### src/rtl/adr_perm_seq.sv
// Address sequencer: counts 0..last_adr and presents each value through a
// selectable bit permutation on a registered valid/ready address port.
module adr_perm_seq #(
  parameter int AW = 4
) (
  input  logic          clk,
  input  logic          rst,
  input  logic          start,
  input  logic [1:0]    mode,
  input  logic [AW-1:0] last_adr,
  output logic [AW-1:0] adr,
  output logic          adr_vld,
  input  logic          adr_rdy,
  output logic          busy,
  output logic          done
);

  typedef enum logic [1:0] {
    S_IDLE = 2'd0,
    S_RUN  = 2'd1,
    S_DONE = 2'd2
  } state_t;

  state_t        state;
  state_t        nxt;
  logic [AW-1:0] cnt;
  logic [AW-1:0] cnt_inc;
  logic [AW-1:0] last_q;
  logic [1:0]    mode_q;

  // Outer swap writes MSB then LSB, so at AW=1 both land on the same bit and it degenerates to identity.
  function automatic logic [AW-1:0] map_adr(input logic [1:0] m, input logic [AW-1:0] c);
    logic [AW-1:0] r;
    r = c;
    case (m)
      2'd1: for (int i = 0; i < AW; i++) r[i] = c[AW-1-i];
      2'd2: begin
        r[AW-1] = c[0];
        r[0]    = c[AW-1];
      end
      2'd3: r = c ^ (c >> 1);
      default: r = c;
    endcase
    return r;
  endfunction

  assign cnt_inc = cnt + 1'b1;

  always_comb begin
    nxt = state;
    case (state)
      S_IDLE: if (start) nxt = S_RUN;
      S_RUN:  if (adr_rdy && (cnt == last_q)) nxt = S_DONE;
      S_DONE: nxt = S_IDLE;
      default: nxt = S_IDLE;
    endcase
  end

  // Status outputs are registered from the next state so they carry no input-to-output path.
  always_ff @(posedge clk) begin
    if (rst) begin
      state   <= S_IDLE;
      adr_vld <= 1'b0;
      busy    <= 1'b0;
      done    <= 1'b0;
    end else begin
      state   <= nxt;
      adr_vld <= (nxt == S_RUN);
      busy    <= (nxt == S_RUN);
      done    <= (nxt == S_DONE);
    end
  end

  always_ff @(posedge clk) begin
    if (rst) begin
      cnt    <= '0;
      adr    <= '0;
      mode_q <= 2'd0;
      last_q <= '0;
    end else begin
      case (state)
        S_IDLE: begin
          if (start) begin
            mode_q <= mode;
            last_q <= last_adr;
            cnt    <= '0;
            adr    <= map_adr(mode, '0);
          end
        end
        S_RUN: begin
          // The terminal beat leaves cnt at last_adr, so the full range never overflows.
          if (adr_rdy && (cnt != last_q)) begin
            cnt <= cnt_inc;
            adr <= map_adr(mode_q, cnt_inc);
          end
        end
        default: ;
      endcase
    end
  end

endmodule

### config.mk
export PLATFORM = sky130hd
export DESIGN_NAME = adr_perm_seq
export DESIGN_NICKNAME = d
export VERILOG_FILES = /design/src/rtl/adr_perm_seq.sv
export SDC_FILE = /design/constraint.sdc
export NUM_CORES = 1
export LEC_CHECK = 0
export CAP_MARGIN = 40
export CORE_ASPECT_RATIO = 1.2
export CORE_UTILIZATION = 35
export CTS_BUF_LIST = sky130_fd_sc_hd__clkbuf_8
export CTS_CLUSTER_DIAMETER = 50
export DETAILED_ROUTE_END_ITERATION = 8
export SYNTH_ARGS = -nofsm -noshare
export SYNTH_HDL_FRONTEND = slang
export SYNTH_SLANG_ARGS = --single-unit
### constraint.sdc
create_clock -name clk -period 2.2 [get_ports clk]
set_input_delay 0.33 -clock clk [delete_from_list [all_inputs] [get_ports clk]]
set_output_delay 0.33 -clock clk [all_outputs]
set_load 0.02 [all_outputs]
; ---- Word-level counts from Yosys, hierarchy flattened
; Cells that the tools add are included.
[classes]
add_sub_neg = 1
eq_ne = 10
n_mux = 11
bitwise_logic = 1
n_reduce_logical = 7
[op_table]
columns = op, n
row1 = one-hot mux 4 bit (2 select lines), 2
row2 = 2-to-1 mux 4 bit, 3
row3 = one-hot mux 2 bit (2 select lines), 2
row4 = equality test 2 x 1 -> 1 bit (second input constant), 3
row5 = equality test 2 bit (second input constant), 3
row6 = adder 4 x 1 -> 4 bit (second input constant), 1
row7 = equality test 4 bit, 1
row8 = 2-to-1 mux 2 bit, 2
row9 = != test 2 bit (second input constant), 2
row10 = != test 4 bit, 1
row11 = one-hot mux 1 bit (2 select lines), 2
row12 = XOR 4 x 3 -> 4 bit, 1
row13 = AND reduction 3 bit, 1
row14 = logical AND 1 bit, 2
row15 = logical NOT 2 bit, 1
row16 = AND reduction 2 bit, 1
row17 = nonzero test 2 bit, 1
row18 = OR reduction 2 bit, 1
[word_totals]
regBits = 18
input_bits = 10
word_cells = 37

; ---- Longest topological paths before layout
[depth]
ltp_word = 5
ltp_mapped = 6

; ---- Worst setup path after synthesis
; OpenSTA, ideal clock, no wires.
[synth_timing]
path_type = flip-flop to flip-flop
startpoint = reg state[1]
endpoint = reg adr[1]
setup_time_ns = 0.132
arrival_time_ns = 1.203
t_required_ns = 2.068
slack_ns = 0.865
stages_incl_launch_ff = 6
n_path_buf = 2
synth_period_minus_slack_ns = 1.335
path_cell_list = dfxtp_1 > or3b_2 > clkbuf_2 > buf_2 > nand3b_1 > a21oi_1
[synth_between]
elab_chain_cells = 3
elab_cells_between_ends = 7
cone_classes = eq/ne: 3 / mux: 1 / reduce/logical: 3
[synth_lines]
columns = item, line
row1 = start: declaration, 24  ; state_t state;
row2 = start signal: assignment, 67  ; state <= nxt;
row3 = equality test 2 x 1 -> 1 bit or logical NOT 2 bit (tied branches), 81  ; case (state)
row4 = != test 2 bit (no line) or nonzero test 2 bit (tied branches), --
row5 = AND reduction 3 bit (no line), --
row6 = end signal: assignment, 87  ; adr <= map_adr(mode, '0);
row7 = end signal: assignment, 94  ; adr <= map_adr(mode_q, cnt_inc);
row8 = end: declaration, 11  ; output logic [AW-1:0] adr,
; Several ways; a longest one is shown, not always the timed one.
; A chain may end at the register's enable or synchronous reset.

; ---- Worst setup path in the final report
[layout_timing]
startpoint = reg cnt[0]
endpoint = reg adr[1]
[layout_between]
elab_chain_cells = 5
elab_cells_between_ends = 9
cone_classes = add/sub: 1 / eq/ne: 2 / mux: 3 / bitwise: 1 / reduce/logical: 2
[layout_lines]
columns = item, line
row1 = start: declaration, 26  ; logic [AW-1:0] cnt;
row2 = start signal: assignment, 93  ; cnt <= cnt_inc;
row3 = adder 4 x 1 -> 4 bit, 47  ; assign cnt_inc = cnt + 1'b1;
row4 = XOR 4 x 3 -> 4 bit, 41  ; 2'd3: r = c ^ (c >> 1);
row5 = one-hot mux 2 bit (2 select lines), 35  ; case (m)
row6 = 2-to-1 mux 4 bit, 92  ; if (adr_rdy && (cnt != last_q)) begin
row7 = one-hot mux 4 bit (2 select lines), 81
; Several ways; a longest one is shown, not always the timed one. The select of a mux whose other input is x is not followed.

==> out/metrics.cfg <==
[grt]
grt_usage_pct=14.2
grt_pass1_vias=729
antenna_found_initial=0
gr-total-overflow=0
grt_pass1_wl_mm=3.24
grt_max_degree=17

[worst_setup_path]
startpoint=cnt[0]$_SDFFE_PP0P_
slowest_delay_ps=500
r2r-start=cnt[0]$_SDFFE_PP0P_
critPathTopFamily=flip-flops
reg2reg_setup_slack_ps=580
path_buf_inv=0
critPathCaptureType=flop
required_ps=2320
start_kind=flop
crit_slowest_cell=dfxtp_1
crit_fanout=9
critPathKind=flop to flop
crit_chain=ha_1 -> xnor2_1 -> or3_1 -> nand4_1 -> a21oi_1
crit_arrival_ps=1750

[drt]
viasPerCell=5.10
first_pass_iters=4
postRouteAntennaNets=0
vias=831
drt_first_iter_violations=26
drc=0
wire_per_inst_um=12.0
wirelength_mm=1.96

[timing]
fin_skew_ps=1.45
max_freq_mhz=616
finalCritPeriodShare_pct=73.8
worst_pin_slew_ps=477
slew_viol_final=0
period_needed_ps=1620
setup_ws_ps=576
rsz0062_at_grt=false
hold_viol=0
fin_setup_tns_ps=0
finalSetupViolations=0
relSlewSlack_pct=68.1

[yosys]
syn_area_um2=1010
ys_seq_elements=18
ys_warn_count=0
synth_nets=129
synthArstFlopShare_pct=0
synthCells=115
ys_seq_area_share_pct=35.6
synth_edf_count=0
ys_types=35
syn_area_per_cell_um2=8.81
synth_top_flop_cell=dfxtp_1

[hold_path]
hold_path.class=flop to flop
hp-start=last_q[1]$_SDFFE_PP0P_

[cells_and_area]
fin_area_um2=1230
area_growth_syn_to_layout_pct=21.7
fillers=294
seqCellArea_um2=360
multi_input_area_um2=578
diodes=0
drive_above_1_share_pct=11.6
layout.nets=144

[floorplan]
rows=21
die_y_um=60.9
coreArea_um2=2760
start_util_pct=36.7
die_w_um=51.1
die_area_um2=3120
io_pins=17

[power_and_ir_drop]
p_leak_nw=0.423
powerDensity_nw_per_um2=610
ir_worst_vdd_mv=0.443
power_mw=0.753

[clock_network]
cts_max_path_buffers=2
postCtsSetupRepairBufs=0
insertion_delay_ps=250
cts_hold_buf=0
clkSinkCount=18
root_buffer=clkbuf_8
ctsResizeCount=0
cts.clk_slew.worst_paths_ps=70
htreeDepth=1
numCtsBuffers=3
cts_tree=done

[job]
max_cap_viol_count=0

[outcome]
outcome=complete, no violations

[placed_design]
place_congestion=0.762
numPortBuffers=16
pre_cts_slack_ps=334
dpl.hpwl_mm=1.51
post_dp_cell_area_um2=1180

## synthesized netlist by cell type, types with 3 or more instances
cell,instances,area share [%]
a21oi_1,11,5.4
dfxtp_1,18,36
ha_1,4,4.9
inv_1,4,1.5
nand2_1,17,6.3
nand3_1,3,1.5
nand3b_1,10,7.4
nor2_1,3,1.1
nor3_1,3,1.5
o21ai_0,4,2.0
xnor2_1,5,4.3
xnor2_2,3,4.8
## metal layers
| metal | GRT usage, % | up-vias | wire length [µm] |
|---|---|---|---|
| met5 | 0 | - | 0 |
| met4 | 6.75 | 0 | 31 |
| met3 | 4.01 | 5 | 69 |
| met2 | 24.6 | 15 | 979 |
| met1 | 16.2 | 384 | 875 |
| li1 | - | 427 | - |
## state kept, by name, summed over array words and instances (netlist names)
register  count
state         2
busy          1
mode_q        2
done          1
adr           4
last_q        4
cnt           4
## cell families (layout without fill, tap and decap cells)
family / Yosys count / count (layout) / synth area share (%)
and+or+nand+nor: 46 / 46 / 24.3
AOI/OAI and AO/OA: 25 / 25 / 17.5
DFF: 18 / 18 / 35.6
buffers and inverters: 13 / 27 / 7.41
xor gates and xnor gates: 8 / 8 / 9.14
adders and majority gates: 4 / 4 / 4.94
muxes: 1 / 1 / 1.11
## final timing paths
kind	to	cells past startpoint
setup / recovery	adr[1]$_SDFFE_PP0P_	5
hold / removal	last_q[1]$_SDFFE_PP0P_	2
setup reg to reg	adr[1]$_SDFFE_PP0P_	5
hold reg to reg	last_q[1]$_SDFFE_PP0P_	2
## worst register-to-register path, cell delays in order, from the launching register on
cell and delay, ps:
dfxtp_1 500, ha_1 300, xnor2_1 140, or3_1 380, nand4_1 110, a21oi_1 70
## placed cells by master, fill, tap and decap left out, drive strengths merged, types with 2 or more instances in the layout
master and instances:
a21oi 12, a31oi 2, buf 3, clkbuf 4, clkdlybuf4s50 16, dfxtp 18, ha 4, inv 4
nand2 17, nand3 3, nand3b 10, nand4 2, nor2 3, nor2b 2, nor3 3, o21ai 4
or3 2, xnor2 8
## per-stage QoR
| step | instances | util [%] | hold WS (ps) |
|---|---|---|---|
| 2_1_floorplan | 115 | - | 450 |
| 3_3_place_gp | 159 | 42.7 | 465 |
| 3_5_place_dp | 159 | 42.7 | 470 |
| 4_1_cts | 163 | 44.7 | 479 |
| 5_1_grt | 163 | 44.7 | 502 |
| 6_report | 163 | 44.7 | 480 |
## cell type report
class / count / area share [%]
Multi-Input combinational cell: 84 / 46.9
Sequential cell: 18 / 29.2
Timing Repair Buffer: 19 / 14.8
Clock buffer: 4 / 4.46
Tap cell: 34 / 3.45
Inverter: 4 / 1.22
## power breakdown
| part | internal (mW) | switching (mW) | total [mW] |
|---|---|---|---|
| clock | 0.159 | 0.112 | 0.271 |
| combinational | 0.0621 | 0.0661 | 0.128 |
| sequential | 0.341 | 0.0126 | 0.353 |
Note: power is estimated with default switching activity, not from simulation.
